<file path="src/rtl/demux1_to_8_32_reg_if.sv">
// demux1_to_8_32_reg_if: producer stream, select bits and the eight consumer channels.
interface demux1_to_8_32_reg_if #(
    parameter int WIDTH = 32,
    parameter int CNT_W = 16
);
    logic [WIDTH-1:0] in;
    logic             in_valid;
    logic             in_ready;
    logic             s0;
    logic             s1;
    logic             s2;
    logic [WIDTH-1:0] out0;
    logic [WIDTH-1:0] out1;
    logic [WIDTH-1:0] out2;
    logic [WIDTH-1:0] out3;
    logic [WIDTH-1:0] out4;
    logic [WIDTH-1:0] out5;
    logic [WIDTH-1:0] out6;
    logic [WIDTH-1:0] out7;
    logic [7:0]       out_valid;
    logic [7:0]       out_ready;
    logic [CNT_W-1:0] xfer_count;
    modport master (
        output in, in_valid, s0, s1, s2, out_ready,
        input  in_ready, out0, out1, out2, out3, out4, out5, out6, out7, out_valid, xfer_count
    );
    modport slave (
        input  in, in_valid, s0, s1, s2, out_ready,
        output in_ready, out0, out1, out2, out3, out4, out5, out6, out7, out_valid, xfer_count
    );
endinterface

</file>
<file path="src/rtl/demux1_to_8_32_reg.sv">
// demux1_to_8_32_reg: steers one valid/ready word stream into eight registered output channels.
module demux1_to_8_32_reg #(
    parameter int WIDTH = 32,
    parameter int CNT_W = 16
) (
    input logic                 clk,
    input logic                 reset,
    demux1_to_8_32_reg_if.slave bus
);
    logic [2:0]       sel;
    logic [7:0]       full;
    logic [WIDTH-1:0] data [8];
    logic [CNT_W-1:0] cnt;
    logic             rdy;
    logic             acc;
    assign sel = {bus.s2, bus.s1, bus.s0};
    // a full channel still accepts when its consumer drains in the same cycle
    assign rdy = ~full[sel] | bus.out_ready[sel];
    assign acc = bus.in_valid & rdy;
    always_ff @(posedge clk or posedge reset) begin
        if (reset) begin
            full <= '0;
            cnt  <= '0;
            for (int k = 0; k < 8; k++) data[k] <= '0;
        end else begin
            cnt <= cnt + CNT_W'(acc);
            for (int k = 0; k < 8; k++) begin
                if (acc && sel == 3'(k)) begin
                    data[k] <= bus.in;
                    full[k] <= 1'b1;
                end else if (bus.out_ready[k]) begin
                    full[k] <= 1'b0;
                end
            end
        end
    end
    assign bus.in_ready   = rdy;
    assign bus.out_valid  = full;
    assign bus.xfer_count = cnt;
    assign bus.out0 = data[0];
    assign bus.out1 = data[1];
    assign bus.out2 = data[2];
    assign bus.out3 = data[3];
    assign bus.out4 = data[4];
    assign bus.out5 = data[5];
    assign bus.out6 = data[6];
    assign bus.out7 = data[7];
endmodule

</file>
<file path="src/flat_wrapper.sv">
// flat-port wrapper written by rule: the top's interface ports become plain ports
module demux1_to_8_32_reg_flat 
#(
    parameter int WIDTH = 32,
    parameter int CNT_W = 16
)
  (clk, reset, bus_in, bus_in_valid, bus_s0, bus_s1, bus_s2, bus_out_ready, bus_in_ready, bus_out0, bus_out1, bus_out2, bus_out3, bus_out4, bus_out5, bus_out6, bus_out7, bus_out_valid, bus_xfer_count);
  demux1_to_8_32_reg_if #(.WIDTH(WIDTH), .CNT_W(CNT_W)) bus_i ();
  input logic clk;
  input logic reset;
  input wire logic [$bits(bus_i.in)-1:0] bus_in;
  input wire logic [$bits(bus_i.in_valid)-1:0] bus_in_valid;
  input wire logic [$bits(bus_i.s0)-1:0] bus_s0;
  input wire logic [$bits(bus_i.s1)-1:0] bus_s1;
  input wire logic [$bits(bus_i.s2)-1:0] bus_s2;
  input wire logic [$bits(bus_i.out_ready)-1:0] bus_out_ready;
  output wire logic [$bits(bus_i.in_ready)-1:0] bus_in_ready;
  output wire logic [$bits(bus_i.out0)-1:0] bus_out0;
  output wire logic [$bits(bus_i.out1)-1:0] bus_out1;
  output wire logic [$bits(bus_i.out2)-1:0] bus_out2;
  output wire logic [$bits(bus_i.out3)-1:0] bus_out3;
  output wire logic [$bits(bus_i.out4)-1:0] bus_out4;
  output wire logic [$bits(bus_i.out5)-1:0] bus_out5;
  output wire logic [$bits(bus_i.out6)-1:0] bus_out6;
  output wire logic [$bits(bus_i.out7)-1:0] bus_out7;
  output wire logic [$bits(bus_i.out_valid)-1:0] bus_out_valid;
  output wire logic [$bits(bus_i.xfer_count)-1:0] bus_xfer_count;
  assign bus_i.in = bus_in;
  assign bus_i.in_valid = bus_in_valid;
  assign bus_i.s0 = bus_s0;
  assign bus_i.s1 = bus_s1;
  assign bus_i.s2 = bus_s2;
  assign bus_i.out_ready = bus_out_ready;
  assign bus_in_ready = bus_i.in_ready;
  assign bus_out0 = bus_i.out0;
  assign bus_out1 = bus_i.out1;
  assign bus_out2 = bus_i.out2;
  assign bus_out3 = bus_i.out3;
  assign bus_out4 = bus_i.out4;
  assign bus_out5 = bus_i.out5;
  assign bus_out6 = bus_i.out6;
  assign bus_out7 = bus_i.out7;
  assign bus_out_valid = bus_i.out_valid;
  assign bus_xfer_count = bus_i.xfer_count;
  demux1_to_8_32_reg #(.WIDTH(WIDTH), .CNT_W(CNT_W)) u_core (.clk(clk), .reset(reset), .bus(bus_i));
endmodule
</file>
<file path="config.mk">
export PLATFORM = sky130hd
export DESIGN_NAME = demux1_to_8_32_reg_flat
export DESIGN_NICKNAME = d
export VERILOG_FILES = /design/src/rtl/demux1_to_8_32_reg_if.sv /design/src/rtl/demux1_to_8_32_reg.sv /design/src/flat_wrapper.sv
export SDC_FILE = /design/constraint.sdc
export NUM_CORES = 1
export LEC_CHECK = 0
export BUFFER_PORTS_ARGS = -buffer_cell sky130_fd_sc_hd__buf_2
export CAP_MARGIN = 40
export CORE_AREA = 5 5 198 200
export DETAILED_ROUTE_END_ITERATION = 8
export DIE_AREA = 0 0 203 205
export HOLD_SLACK_MARGIN = 0.03
export SYNTH_ARGS = -nofsm -noshare
export SYNTH_HDL_FRONTEND = slang
export SYNTH_SLANG_ARGS = --single-unit
export TNS_END_PERCENT = 1
</file>
<file path="constraint.sdc">
create_clock -name clk -period 11.4 [get_ports clk]
set_input_delay 2.28 -clock clk [delete_from_list [all_inputs] [get_ports clk]]
set_output_delay 2.28 -clock clk [all_outputs]
set_load 0.02 [all_outputs]
</file>
---- Word level (Yosys, flattened, before mapping) ----
Cells that the tools add are included.
W data, S select, Z words.
word-level totals
  register bits ........................... 280
  bits in latches ......................... 0
  memory bits (writable) .................. 0
  bits in read-only memories .............. 0
  bits of input ports ..................... 46
  output and inout port bits .............. 281
  word-level logic and storage cells ...... 66
  memories kept ........................... 0
cells by class
  add/subtract/negate cells ............... 1
  multiply operators ...................... 0
  divide/modulo/power cells ............... 0
  $lt $le $gt $ge ......................... 1
  equal/unequal tests ..................... 7
  shifts and indexed selects .............. 0
  multiplexer cells ....................... 20
  bitwise operators ....................... 3
  reductions and logical operators ........ 17
operators by type and width
  operator              number
  $mux W1               18
  $add A16 B1 Y16       1
  $reduce_bool A2 Y1    8
  $eq A3 B3 Y1 const B  4
  $logic_and A1 B1 Y1   8
  $bmux W1 S3           2
  $eq A3 B2 Y1 const B  2
  $lt A3 B4 Y1 const B  1
  $eq A3 B1 Y1 const B  1
  $logic_not A3 Y1      1
  $and A1 B1 Y1         1
  $not A1 Y1            1
  $or A1 B1 Y1          1

---- Longest topological paths before layout ----
Gate-level depths: netlist of the first run.
  depth in word-level cells ............... 7
  mapped depth ............................ 10
  depth with buffers taken out ............ 9

---- Worst setup path after synthesis of the first run ----
Ideal clock, no wire load.
  kind .................................... input to output
  from .................................... input port bus_out_ready[4]
  to ...................................... output port bus_in_ready
  data arrival time ....................... 2866 ps
  required time ........................... 9120 ps
  path slack .............................. 6254 ps
  stages on the path ...................... 3
  buffers on the path ..................... 0
  path through ............................ nand2b_1 o211ai_1 nand4_1
on the way
  cells in the longest elaborated chain, start to end .. 3
ends and longest elaborated chain
  what                           line                      source
  start, declared                flat_wrapper.sv:16        input wire logic [$bits(bus_i.out_ready)-1:0] bus_out_ready;
  $bmux W1 S3                    demux1_to_8_32_reg.sv:18  assign rdy = ~full[sel] | bus.out_ready[sel];
  $mux W1 (implied by the code)  demux1_to_8_32_reg.sv:18
  $or A1 B1 Y1                   demux1_to_8_32_reg.sv:18
  end, declared                  flat_wrapper.sv:17        output wire logic [$bits(bus_i.in_ready)-1:0] bus_in_ready;
No other way between the ends. The select of a mux whose other input is x is not followed.

---- Worst setup path in the final report of the first run ----
  from .................................... input port bus_s2
  to ...................................... output port bus_in_ready
on the way
  cells in the longest elaborated chain, start to end .. 4
  elaborated cells between the ends (all ways) .. 6
  those cells by class .................... mux (4); bitwise (2)
ends and longest elaborated chain
  what                           line                      source
  start, declared                flat_wrapper.sv:15        input wire logic [$bits(bus_i.s2)-1:0] bus_s2;
  $bmux W1 S3                    demux1_to_8_32_reg.sv:18
  $mux W1 (implied by the code)  demux1_to_8_32_reg.sv:18
  $not A1 Y1                     demux1_to_8_32_reg.sv:18
  $or A1 B1 Y1 *                 demux1_to_8_32_reg.sv:18
Every way passes the cells marked *; elsewhere a longest branch is shown, timed or not. The select of a mux whose other input is x is not followed.

==> results of run 1 <==
==> cell usage in the layout, fill, tap and decap left out, types with 2 or more instances in the layout <==
cell type	Yosys	final
xor2_1	5	5
and3_1	4	2
nand2b_1	8	8
nand3_2	4	4
nand3_1	5	5
clkbuf_1	0	5
clkinvlp_4	0	5
nand4_1	3	3
bufinv_16	0	3
nand3b_1	4	4
and4_2	0	2
mux2_2	185	185
buf_2	12	326
nor2_1	4	4
o211ai_1	3	3
xnor2_1	9	9
ha_1	2	2
nand2_1	13	13
and3_2	0	2
dfrtp_1	280	280
clkinv_2	0	4
mux2_4	71	71
inv_1	6	5
buf_4	1	11
clkbuf_8	0	5
clkbuf_16	0	31
==> power breakdown <==
part / internal [W] / total [W] / switching, W
clock: 0.000596 / 0.000999 / 0.000404
combinational: 0.000349 / 0.000850 / 0.000501
sequential: 0.00121 / 0.00133 / 0.000123
total: 0.00216 / 0.00318 / 0.00103
==> per-layer routing <==
layer | vias to the layer above | global-route usage, % | part of all wire [%] | routed length [microns]
met5 | - | 0 | 0 | 0
met4 | 0 | 3.06 | 1.9 | 589
li1 | 2960 | - | - | -
met1 | 3499 | 18.5 | 42 | 13200
met2 | 227 | 23.8 | 47 | 14600
met3 | 38 | 5.49 | 8.5 | 2650
==> worst max-delay path, cell delays in order <==
cell and delay, ns:
buf_2 0.13, nor2_1 0.25, o211ai_1 0.16, nand4_1 0.15, buf_2 0.19
==> Yosys cell counts (all sizes together), types with 2 or more instances <==
library cell / n / area share, %
dfrtp: 280 / 64
mux2: 256 / 29
buf: 29 / 2.3
nand2: 13 / 0.44
nand3: 9 / 0.59
xnor2: 9 / 0.72
nand2b: 8 / 0.46
inv: 6 / 0.21
xor2: 5 / 0.40
and3: 4 / 0.23
nand3b: 4 / 0.27
nand4: 4 / 0.36
nor2: 4 / 0.14
and4: 3 / 0.26
o211ai: 3 / 0.21
and2: 2 / 0.14
ha: 2 / 0.23
nor2b: 2 / 0.21
==> cells by family after synthesis <==
kind of cell    Yosys count  synth area share, %
mux                     256                 28.7
compound gates            4                0.285
xor+xnor                 14                 1.12
buf+inv                  35                 2.46
simple gates             56                 3.43
fa+ha+maj                 2                0.228
flops                   280                 63.8
==> worst min-delay path by stage <==
stage / endpoint / slack [ns] / depth (start not counted)
after global placement: u_core.bus.xfer_count[15] / 0.48 / 1
after detailed placement: u_core.bus.xfer_count[15] / 0.48 / 1
final: u_core.bus.xfer_count[15] / 0.49 / 1
after CTS: u_core.bus.xfer_count[15] / 0.49 / 1
after global routing: u_core.bus.xfer_count[15] / 0.51 / 1
after floorplan: u_core.bus.xfer_count[15] / 0.58 / 1
==> layout make-up <==
cell class                 count  area (sq um)  share of cell area [%]
multi-input combinational    332          3710                    26.3
tap                          474           593                    4.20
inverter                       6          30.0                   0.213
clock inverter                13           156                    1.11
clock buffer                  41           863                    6.11
timing repair buffer         339          1760                    12.5
sequential                   280          7010                    49.6
==> flip-flops by register name, indices dropped and copies added, names as in the netlist <==
register               count
u_core.bus.out0           32
u_core.bus.out1           32
u_core.bus.out2           32
u_core.bus.out3           32
u_core.bus.out4           32
u_core.bus.out5           32
u_core.bus.out6           32
u_core.bus.out7           32
u_core.bus.xfer_count     16
u_core.bus.out_valid       8
==> metrics by stage <==
stage               cell area, sq um  hold WS, ns
global route                   14100        0.506
CTS                            14100        0.486
finish                         14100        0.486
floorplan                      11000        0.578
detailed placement             13100        0.477
global placement               13100        0.477
==> reports/summary.log, run 1 <==
qor: finish.syn_to_final_growth 28.6%
qor: timing.post-route-worst-setup-slack 5.95 ns
qor: finish.fillerInstances 3,563
qor: timing.tns 0 ns
qor: clock_network.postCtsSetupBuffers 0
qor: finish.antenna_cells 0
qor: finish.fin_util 37.9%
qor: logic_synthesis.synthArstFlopShare 100%
qor: route.routed-via-count 6,724
qor: setup_path.timing.critical_path.to bus_in_ready
qor: clock_network.cts_hold_buffers 0
qor: clock_network.clockRootBuffer clkbuf_16
qor: setup_path.worst_setup_path_end_kind primary output
qor: clock_network.cts_tree built
qor: die.design.portCount 327
qor: route.initialDrtViolationCount 192
qor: setup_path.worst_r2r_path_depth 9
qor: logic_synthesis.synth_area 0.0110 sq mm
qor: logic_synthesis.ys.flop_type dfrtp_1
qor: setup_path.worst-path-max-fanout 6
qor: power.worst_ir_drop_vdd 0.000129 V
qor: timing.min_period_over_period 47.8%
qor: clock_network.clk_pin_slew 0.06 ns
qor: setup_path.crit-reg2reg-launch u_core.bus.out_valid[5]
qor: power.report.power.total 0.00318 W
qor: setup_path.cp-start-kind primary input
qor: die.core 0.0372 sq mm
qor: power.leakagePower 6.87 nW
qor: clock_network.clk-insertion-delay-late 0.56 ns
qor: timing.worst-slew-pin-transition 0.787 ns
qor: timing.finalMaxSlewViolations 0
qor: setup_path.timing.critical_path.from bus_s2
qor: finish.non_filler_instance_count_after_layout 1,485
qor: die.dieWidth 203 microns
qor: worst_hold_path.source_of_the_worst_hold_timing_path u_core.bus.xfer_count[15]
qor: timing.max_freq 0.183 GHz
qor: timing.min_period 5.45 ns
qor: clock_network.tritoncts.num_buffers 30
qor: timing.grt_setup_unrepaired false
qor: die.die_h 205 microns
qor: global_routing.maximum_number_of_pins_on_one_net_before_global_route_repair 85
qor: flow_run.max_cap_viol_count 0
qor: place.dpl_worst_slack 5.95 ns
qor: logic_synthesis.synth_enable_flop_cells 0
qor: clock_network.cts.path.max_buffers 3
qor: logic_synthesis.ys_types 30
qor: place.place_hpwl 21,300 microns
qor: logic_synthesis.postSynthRegisterBits 280
qor: die.floorplan.rows 71
qor: logic_synthesis.synthesis.area_per_instance 17.0 sq um
qor: clock_network.cts_h_tree_depth 1
qor: route.dr.pass1.iters 4
qor: power.power_per_unit_of_standard_cell_area 225 mW/mm^2
qor: route.wl_per_cell 20.9 microns
qor: logic_synthesis.synthesis.yosys.warnings 0
qor: setup_path.cp_data_arrival_time 3.17 ns
qor: route.routed_wirelength 31,100 microns
qor: route.ant_nets 0
qor: finish.final_layout_size_suffix_gt1_share 65.3%
qor: route.drcViolationCount 0
qor: timing.finClkSkew 0.0229 ns
qor: place.gp_congestion 0.765
qor: timing.timing.final.hold_violations 0
qor: place.numPortBuffers 326
qor: logic_synthesis.syn_nets 695
qor: timing.timing.final.setup_violations 0
qor: setup_path.path_class primary input to primary output
qor: setup_path.crit_required 9.12 ns
qor: clock_network.post_cts.resized_instances 0
qor: setup_path.worst_r2r_endpoint u_core.bus.xfer_count[10]
qor: global_routing.number_of_antenna_violations_at_the_first_check_in_global_routing 0
qor: worst_hold_path.hold_class flop to flop
qor: global_routing.grt_first_pass_wirelength 46,600 microns
qor: die.starting_density 29.5%
qor: global_routing.grt_pass1_vias 7,208
qor: timing.worst_slew_margin_rel 47.5%
qor: clock_network.clock_sink_count 280
qor: route.viasPerCell 4.53
qor: die.die_area 0.0416 sq mm
qor: global_routing.grt.total_usage 14.5%
qor: logic_synthesis.synth_sequential_area_ratio 63.8%
qor: finish.fin_nets 1,037
qor: place.post-place-cells 1,431
qor: global_routing.gr-total-overflow 0
qor: logic_synthesis.synthCells 647
qor: outcome.status completed
qor: setup_path.setup.reg_to_reg.worst_slack 9.12 ns
No activity file was read; power rests on OpenSTA's default activity.
==> run 2, diff against run 1 <==
--- a/config.mk
+++ b/config.mk
@@ -5,11 +5,12 @@
 export SDC_FILE = /design/constraint.sdc
 export NUM_CORES = 1
 export LEC_CHECK = 0
+export ABC_AREA = 1
 export BUFFER_PORTS_ARGS = -buffer_cell sky130_fd_sc_hd__buf_2
 export CAP_MARGIN = 40
-export CORE_AREA = 5 5 198 200
+export CORE_AREA = 5 5 197 199
 export DETAILED_ROUTE_END_ITERATION = 8
-export DIE_AREA = 0 0 203 205
+export DIE_AREA = 0 0 202 204
 export HOLD_SLACK_MARGIN = 0.03
 export SYNTH_ARGS = -nofsm -noshare
 export SYNTH_HDL_FRONTEND = slang
==> constraint.sdc (replaced) <==
create_clock -name clk -period 4.7 [get_ports clk]
set_input_delay 0.94 -clock clk [delete_from_list [all_inputs] [get_ports clk]]
set_output_delay 0.94 -clock clk [all_outputs]
set_load 0.02 [all_outputs]
==> run 2 against run 1 <==
Sequential cell count unchanged. Sequential share of layout area decreased by 0.21 points. Utilization increased by 0.34 points. Area after synthesis decreased by 0.60%. Die area decreased by 0.98%. Clock-buffer cell count increased by 10. Power increased to 2.5 times the previous value. Final area increased by 0.42%. Clock power increased to 2.8 times the previous value. Wire length increased by 20%. Clock skew decreased by 0.0097 ns.
==> reports/summary.log, run 2 <==
qor: logic_synthesis.post_synth_most_frequent_cells 418 x nand2_1, 280 x dfrtp_1, 137 x nand3_1, 135 x o21ai_0, 52 x inv_1 [was 280 x dfrtp_1, 185 x mux2_2, 71 x mux2_4, 16 x buf_6, 13 x nand2_1]
qor: timing.worst_slew_margin_rel 53.7% [was 47.5%]
qor: global_routing.grt_pass1_vias 9,200 [was 7,208]
qor: power.switchingPower 0.00277 W [was 0.00103 W]
qor: route.ant_nets 0 [unchanged]
qor: setup_path.setup.reg_to_reg.worst_slack 2.07 ns [was 9.12 ns]
qor: setup_path.worst-path-max-fanout 14 [was 6]
qor: route.wl_per_cell 18.9 microns [was 20.9 microns]
qor: place.place_hpwl 25,900 microns [was 21,300 microns]
qor: timing.grt_setup_unrepaired false [unchanged]
qor: worst_hold_path.hold_class primary input to asynchronous set/reset pin [was flop to flop]
qor: clock_network.clockRootBuffer clkbuf_16 [unchanged]
qor: global_routing.gr-total-overflow 0 [unchanged]
qor: die.dieWidth 202 microns [was 203 microns]
qor: logic_synthesis.synthDominantAreaCellType dfrtp_1 [unchanged]
qor: timing.finClkSkew 0.0133 ns [was 0.0229 ns]
qor: power.combPwrFrac 25.1% [was 26.7%]
qor: global_routing.grt.total_usage 17.6% [was 14.5%]
qor: power.leakagePower 7.78 nW [was 6.87 nW]
qor: timing.worst-slew-pin-transition 0.695 ns [was 0.787 ns]
qor: power.share_clk_of_total_power 34.4% [was 31.4%]
qor: finish.fin_nets 1,510 [was 1,037]
qor: power.power_per_unit_of_standard_cell_area 567 mW/mm^2 [was 225 mW/mm^2]
qor: global_routing.grt_first_pass_wirelength 57,000 microns [was 46,600 microns]
qor: setup_path.crit_chain buf_2 -> inv_1 -> nand2_1 -> nor2_1 -> nor2_1 -> nand3_2 -> nand2_2 -> inv_1 -> buf_2 [was buf_2 -> nor2_1 -> o211ai_1 -> nand4_1 -> buf_2]
qor: logic_synthesis.synth_sequential_area_ratio 64.2% [was 63.8%]
qor: setup_path.path_class primary input to primary output [unchanged]
qor: die.die_h 204 microns [was 205 microns]
qor: clock_network.cts.path.max_buffers 3 [unchanged]
qor: logic_synthesis.cell_with_the_most_instances_after_synthesis nand2_1 [was dfrtp_1]
qor: timing.finalMaxSlewViolations 0 [unchanged]
qor: global_routing.maximum_number_of_pins_on_one_net_before_global_route_repair 99 [was 85]
qor: logic_synthesis.syn_nets 1,198 [was 695]
qor: logic_synthesis.synth_area_leaders dfrtp_1 64%, nand2_1 14%, nand3_1 6.3% [was dfrtp_1 64%, mux2_2 19%, mux2_4 9.7%]
qor: logic_synthesis.synthesis.area_per_instance 9.49 sq um [was 17.0 sq um]
qor: clock_network.cts_tree built [unchanged]
qor: setup_path.worst_setup_path_end_kind primary output [unchanged]
qor: route.viasPerCell 4.73 [was 4.53]
qor: timing.tns 0 ns [unchanged]
qor: finish.final_layout_size_suffix_gt1_share 27.7% [was 65.3%]
qor: route.dr.pass1.iters 5 [was 4]
qor: finish.final_common_cell nand2_1 [was buf_2]
qor: timing.timing.final.hold_violations 0 [unchanged]
qor: clock_network.cts_h_tree_depth 2 [was 1]
qor: timing.min_period 3.11 ns
qor: die.die_area 0.0412 sq mm [was 0.0416 sq mm]
qor: place.gp_congestion 0.922 [was 0.765]
qor: setup_path.worst_r2r_path_depth 11 [was 9]
qor: place.numPortBuffers 326 [unchanged]
qor: clock_network.postCtsSetupBuffers 0 [unchanged]
qor: setup_path.cp_num_cells 9 [was 5]
qor: clock_network.tritoncts.num_buffers 34 [was 30]
qor: die.core 0.0370 sq mm [was 0.0372 sq mm]
qor: clock_network.post_cts.resized_instances 0 [unchanged]
qor: timing.hold-worst-slack 0.403 ns [was 0.486 ns]
qor: setup_path.slowest_delay 0.24 ns [was 0.25 ns]
qor: finish.most-common-layout-cells 418 x nand2_1, 326 x buf_2, 280 x dfrtp_1, 137 x nand3_1, 135 x o21ai_0 [was 326 x buf_2, 280 x dfrtp_1, 185 x mux2_2, 71 x mux2_4, 31 x clkbuf_16]
qor: global_routing.number_of_antenna_violations_at_the_first_check_in_global_routing 4 [was 0]
qor: logic_synthesis.synthesis.yosys.warnings 0 [unchanged]
qor: setup_path.cp_data_arrival_time 2.17 ns [was 3.17 ns]
qor: power.sw_frac_of_total 34.4% [was 32.3%]
qor: clock_network.clk_pin_slew 0.06 ns [about the same]
qor: route.drcViolationCount 0 [unchanged]
qor: die.floorplan.rows 71 [unchanged]
qor: logic_synthesis.synth_area 0.0109 sq mm [was 0.0110 sq mm]
qor: finish.syn_to_final_growth 29.9% [was 28.6%]
qor: setup_path.cp.buffers_inverters 4 [was 2]
qor: route.initialDrtViolationCount 616 [was 192]
qor: logic_synthesis.ys.flop_type dfrtp_1 [unchanged]
qor: power.seq_power_share 40.5% [was 41.9%]
qor: route.routed_wirelength 37,200 microns [was 31,100 microns]
qor: clock_network.cts_hold_buffers 0 [unchanged]
qor: outcome.status completed [unchanged]
qor: power.worst_ir_drop_vdd 0.000263 V [was 0.000129 V]
qor: logic_synthesis.synthArstFlopShare 100% [unchanged]
qor: die.design.portCount 327 [unchanged]
qor: timing.min_period_over_period 66.1%
qor: route.routed-via-count 9,290 [was 6,724]
qor: logic_synthesis.synth_top_area_share 64.2% [was 63.8%]
qor: clock_network.clock_sink_count 280 [unchanged]
qor: power.p_int 0.00528 W [was 0.00216 W]
qor: timing.max_freq 0.322 GHz
qor: logic_synthesis.ys_types 27 [was 30]
qor: timing.timing.final.setup_violations 0 [unchanged]
qor: setup_path.crit_required 3.76 ns [was 9.12 ns]
qor: setup_path.cpMaxStageDelayCell buf_2 [was nor2_1]
qor: logic_synthesis.synthCells 1,150 [was 647]
qor: setup_path.cp-start-kind primary input [unchanged]
qor: clock_network.clk-insertion-delay-late 0.52 ns [was 0.56 ns]
qor: die.starting_density 29.5% [about the same]
qor: setup_path.path_delay_family simple AND/OR/NAND/NOR gates [unchanged]
qor: flow_run.max_cap_viol_count 0 [unchanged]
qor: logic_synthesis.postSynthRegisterBits 280 [unchanged]
qor: logic_synthesis.synth_enable_flop_cells 0 [unchanged]
[run 2: cell types whose count changed after synthesis, sizes merged, moves of 8 or more]
cell	before	now
nand2b	8	0
nand2	13	420
clkbuf	0	26
nand3	9	138
nor2	4	18
o21ai	0	137
inv	6	53
buf	29	43
mux2	256	0
[run 2: final cells by class]
class | instances | area (sq um)
tap | 474 | 593
fill | 3737 | 22900
clock buffer | 51 | 1060
clock inverter | 10 | 140
sequential | 280 | 7010
multi-input combinational | 748 | 3340
inverter | 53 | 203
timing repair buffer | 345 | 1820
antenna | 4 | 10.0
[run 2: kinds of logic after synthesis]
family,after synthesis,share of synthesized area (%)
xor gates and xnor gates,14,1.12
AOI/OAI and AO/OA,138,6.33
adders and majority gates,2,0.229
buffers and inverters,122,5.43
and+or+nand+nor,594,22.7
DFF,280,64.2
[run 2: path summary, 6_finish.rpt]
| check | startpoint | endpoint |
|---|---|---|
| max | bus_s0 | bus_in_ready |
| min | reset | u_core.bus.out5[4] |
| max reg2reg | u_core.bus.out_valid[2] | u_core.bus.out5[15] |
| min reg2reg | u_core.bus.out4[17] | u_core.bus.out4[17] |
| max in group asynchronous | reset | u_core.bus.out1[16] |
| min in group clk | u_core.bus.out4[17] | u_core.bus.out4[17] |
[run 2: routing by layer]
metal | GRT usage (%) | vias up | wire length, microns
li1 | - | 4322 | -
met1 | 24.4 | 4545 | 16600
met2 | 26.9 | 347 | 16900
met3 | 3.32 | 76 | 2070
met4 | 7.86 | 0 | 1670
met5 | 0 | - | 0
[run 2: power groups by stage]
stage	Combinational, W	Clock (W)	Sequential (W)
after global placement	0.00202	0	0.00327
after global routing	0.00220	0.00294	0.00332
after CTS	0.00205	0.00284	0.00325
after floorplan	0.000542	0	0.00391
after detailed placement	0.00205	0	0.00328
final	0.00202	0.00277	0.00325
[run 2: per-stage QoR]
| step | worst slack (ns) | instances | util (%) | total power (W) | cell area (sq um) |
|---|---|---|---|---|---|
| finish | 1.59 | 1965 | 38.3 | 0.00804 | 14200 |
| global route | 1.32 | 1964 | 38.3 | 0.00846 | 14200 |
| CTS | 1.62 | 1961 | 38.3 | 0.00815 | 14200 |
| detailed placement | 1.13 | 1900 | 35.0 | 0.00533 | 13000 |
| global placement | 1.18 | 1899 | 35.0 | 0.00529 | 13000 |
| floorplan | 0.0527 | 1150 | - | 0.00445 | 10900 |
[run 2: worst register-to-register path: cells and delay by family (launching register included)]
kind / cells / cell delay, ns
flip-flops: 1 / 0.41
AND/OR/NAND/NOR: 9 / 0.90
buffers and inverters: 2 / 1.25
==> run 3, diff against run 2 <==
==> constraint.sdc (replaced) <==
create_clock -name clk -period 3.2 [get_ports clk]
set_input_delay 0.64 -clock clk [delete_from_list [all_inputs] [get_ports clk]]
set_output_delay 0.64 -clock clk [all_outputs]
set_load 0.02 [all_outputs]
==> run 3 against run 2 <==
Clock power increased by 28%. Die area is the same. Sequential share of layout area up 0.40 points. Critical path type unchanged. Critical endpoint unchanged. Largest cell class unchanged.
==> reports/summary.log, run 3 (synthesis gave the netlist of run 2 again) <==
qor: global_routing.grt_first_pass_wirelength 56,100 microns [was 57,000 microns]
qor: place.place_hpwl 25,900 microns [about the same]
qor: route.dr.pass1.iters 5 [unchanged]
qor: timing.worst-slew-pin-transition 0.640 ns [was 0.695 ns]
qor: global_routing.gr-total-overflow 0 [unchanged]
qor: die.design.portCount 327 [unchanged]
qor: timing.max_freq 0.388 GHz
qor: setup_path.crit_chain buf_2 -> inv_1 -> nand2_1 -> buf_4 -> nor2_1 -> nor2_1 -> nand3_2 -> nand2_2 -> inv_1 -> buf_2 [was buf_2 -> inv_1 -> nand2_1 -> nor2_1 -> nor2_1 -> nand3_2 -> nand2_2 -> inv_1 -> buf_2]
qor: finish.syn_to_final_growth 28.9% [was 29.9%]
qor: die.core 0.0370 sq mm [unchanged]
qor: clock_network.tritoncts.num_buffers 31 [was 34]
qor: flow_run.max_cap_viol_count 0 [unchanged]
qor: finish.final_common_cell nand2_1 [unchanged]
qor: setup_path.path_class primary input to primary output [unchanged]
qor: timing.timing.final.hold_violations 0 [unchanged]
qor: setup_path.worst_setup_path_end_kind primary output [unchanged]
qor: route.initialDrtViolationCount 652 [was 616]
qor: die.floorplan.rows 71 [unchanged]
qor: setup_path.slowest_delay 0.24 ns [about the same]
qor: finish.design_area 0.0141 sq mm [was 0.0142 sq mm]
qor: setup_path.cp_data_arrival_time 1.94 ns [was 2.17 ns]
qor: clock_network.post_cts.resized_instances 0 [unchanged]
qor: timing.min_period_over_period 80.6%
qor: timing.min_period 2.58 ns
qor: global_routing.grt.total_usage 17.3% [was 17.6%]
qor: timing.grt_setup_unrepaired false [unchanged]
qor: die.starting_density 29.5% [unchanged]
qor: timing.finalMaxSlewViolations 0 [unchanged]
qor: die.die_area 0.0412 sq mm [unchanged]
qor: route.drcViolationCount 0 [unchanged]
qor: clock_network.cts_hold_buffers 0 [unchanged]
qor: finish.final_layout_size_suffix_gt1_share 27.0% [was 27.7%]
qor: die.die_h 204 microns [unchanged]
qor: finish.fin_nets 1,508 [was 1,510]
qor: power.leakagePower 7.72 nW [was 7.78 nW]
qor: outcome.status completed [unchanged]
qor: global_routing.maximum_number_of_pins_on_one_net_before_global_route_repair 129 [was 99]
qor: clock_network.clk_pin_slew 0.06 ns [about the same]
qor: route.routed-via-count 9,065 [was 9,290]
qor: power.worst_ir_drop_vdd 0.000386 V [was 0.000263 V]
qor: worst_hold_path.hold_class primary input to asynchronous set/reset pin [unchanged]
qor: route.routed_wirelength 37,000 microns [was 37,200 microns]
qor: timing.finClkSkew 0.0101 ns [was 0.0133 ns]
qor: clock_network.clock_sink_count 280 [unchanged]
qor: route.wl_per_cell 18.8 microns [was 18.9 microns]
qor: die.dieWidth 202 microns [unchanged]
qor: timing.timing.final.setup_violations 0 [unchanged]
qor: finish.fin_util 38.0% [was 38.3%]
qor: route.viasPerCell 4.62 [was 4.73]
qor: route.ant_nets 0 [unchanged]
qor: finish.most-common-layout-cells 418 x nand2_1, 326 x buf_2, 280 x dfrtp_1, 137 x nand3_1, 135 x o21ai_0 [unchanged]
qor: setup_path.worst-path-max-fanout 14 [unchanged]
qor: clock_network.postCtsSetupBuffers 0 [unchanged]
qor: setup_path.crit_required 2.56 ns [was 3.76 ns]
qor: place.detailed_place.area 0.0131 sq mm [was 0.0130 sq mm]
qor: finish.fillerInstances 3,723 [was 3,737]
qor: power.power_per_unit_of_standard_cell_area 802 mW/mm^2 [was 567 mW/mm^2]
qor: timing.worst_slew_margin_rel 57.2% [was 53.7%]
qor: global_routing.grt_pass1_vias 8,884 [was 9,200]
qor: place.numPortBuffers 326 [unchanged]
qor: setup_path.cpMaxStageDelayCell buf_2 [unchanged]
qor: clock_network.cts_tree built [unchanged]
qor: clock_network.cts_h_tree_depth 1 [was 2]
qor: setup_path.cp-start-kind primary input [unchanged]
qor: clock_network.cts.path.max_buffers 3 [unchanged]
qor: setup_path.path_delay_family buffers and inverters [was simple AND/OR/NAND/NOR gates]
qor: clock_network.clockRootBuffer clkbuf_16 [unchanged]
qor: global_routing.number_of_antenna_violations_at_the_first_check_in_global_routing 4 [unchanged]
qor: place.gp_congestion 0.909 [was 0.922]
qor: clock_network.clk-insertion-delay-late 0.55 ns [was 0.52 ns]
qor: setup_path.cp.buffers_inverters 5 [was 4]
==> run 3: stage by stage <==
step	setup TNS, ns	setup slack [ns]	hold slack [ns]	total power [W]	cells
CTS	0	0.651	0.0748	0.0114	1957
finish	0	0.620	0.102	0.0113	1961
global route	0	0.384	0.106	0.0119	1960
detailed placement	0	0.124	0.459	0.00784	1901
global placement	0	0.177	0.458	0.00780	1901
floorplan	-321.25	-1.15	0.581	0.00653	1150
==> run 3: path summary, 6_finish.rpt <==
kind,start,to,slack [ns],cells past startpoint
setup / recovery,bus_s0,bus_in_ready,0.62,10
min in group clk,bus_out_ready[5],u_core.bus.out_valid[5],0.28,2
hold / removal,reset,u_core.bus.out7[2],0.10,2
hold reg to reg,u_core.bus.xfer_count[15],u_core.bus.xfer_count[15],0.47,1
max in group asynchronous,reset,u_core.bus.xfer_count[9],2.15,3
setup reg to reg,u_core.bus.out_valid[7],u_core.bus.xfer_count[10],0.77,15
==> run 3: report_power, final <==
group          switching (W)  internal (W)
clock                0.00142       0.00212
sequential          0.000454       0.00431
combinational        0.00207      0.000914
==> run 3: routing by layer <==
layer / track usage [%] / vias up / wire length [microns]
met1: 24.7 / 4422 / 16800
met5: 0 / - / 0
met2: 26.5 / 260 / 16800
met3: 2.86 / 69 / 1900
met4: 6.86 / 0 / 1490
li1: - / 4314 / -
==> run 3: final cells by class <==
class | instances | area, sq um | area share (%)
antenna | 4 | 10.0 | 0.0712
clock buffer | 48 | 880 | 6.25
clock inverter | 8 | 124 | 0.881
inverter | 53 | 203 | 1.44
multi-input combinational | 748 | 3340 | 23.8
sequential | 280 | 7010 | 49.8
tap | 474 | 593 | 4.22
timing repair buffer | 346 | 1910 | 13.6
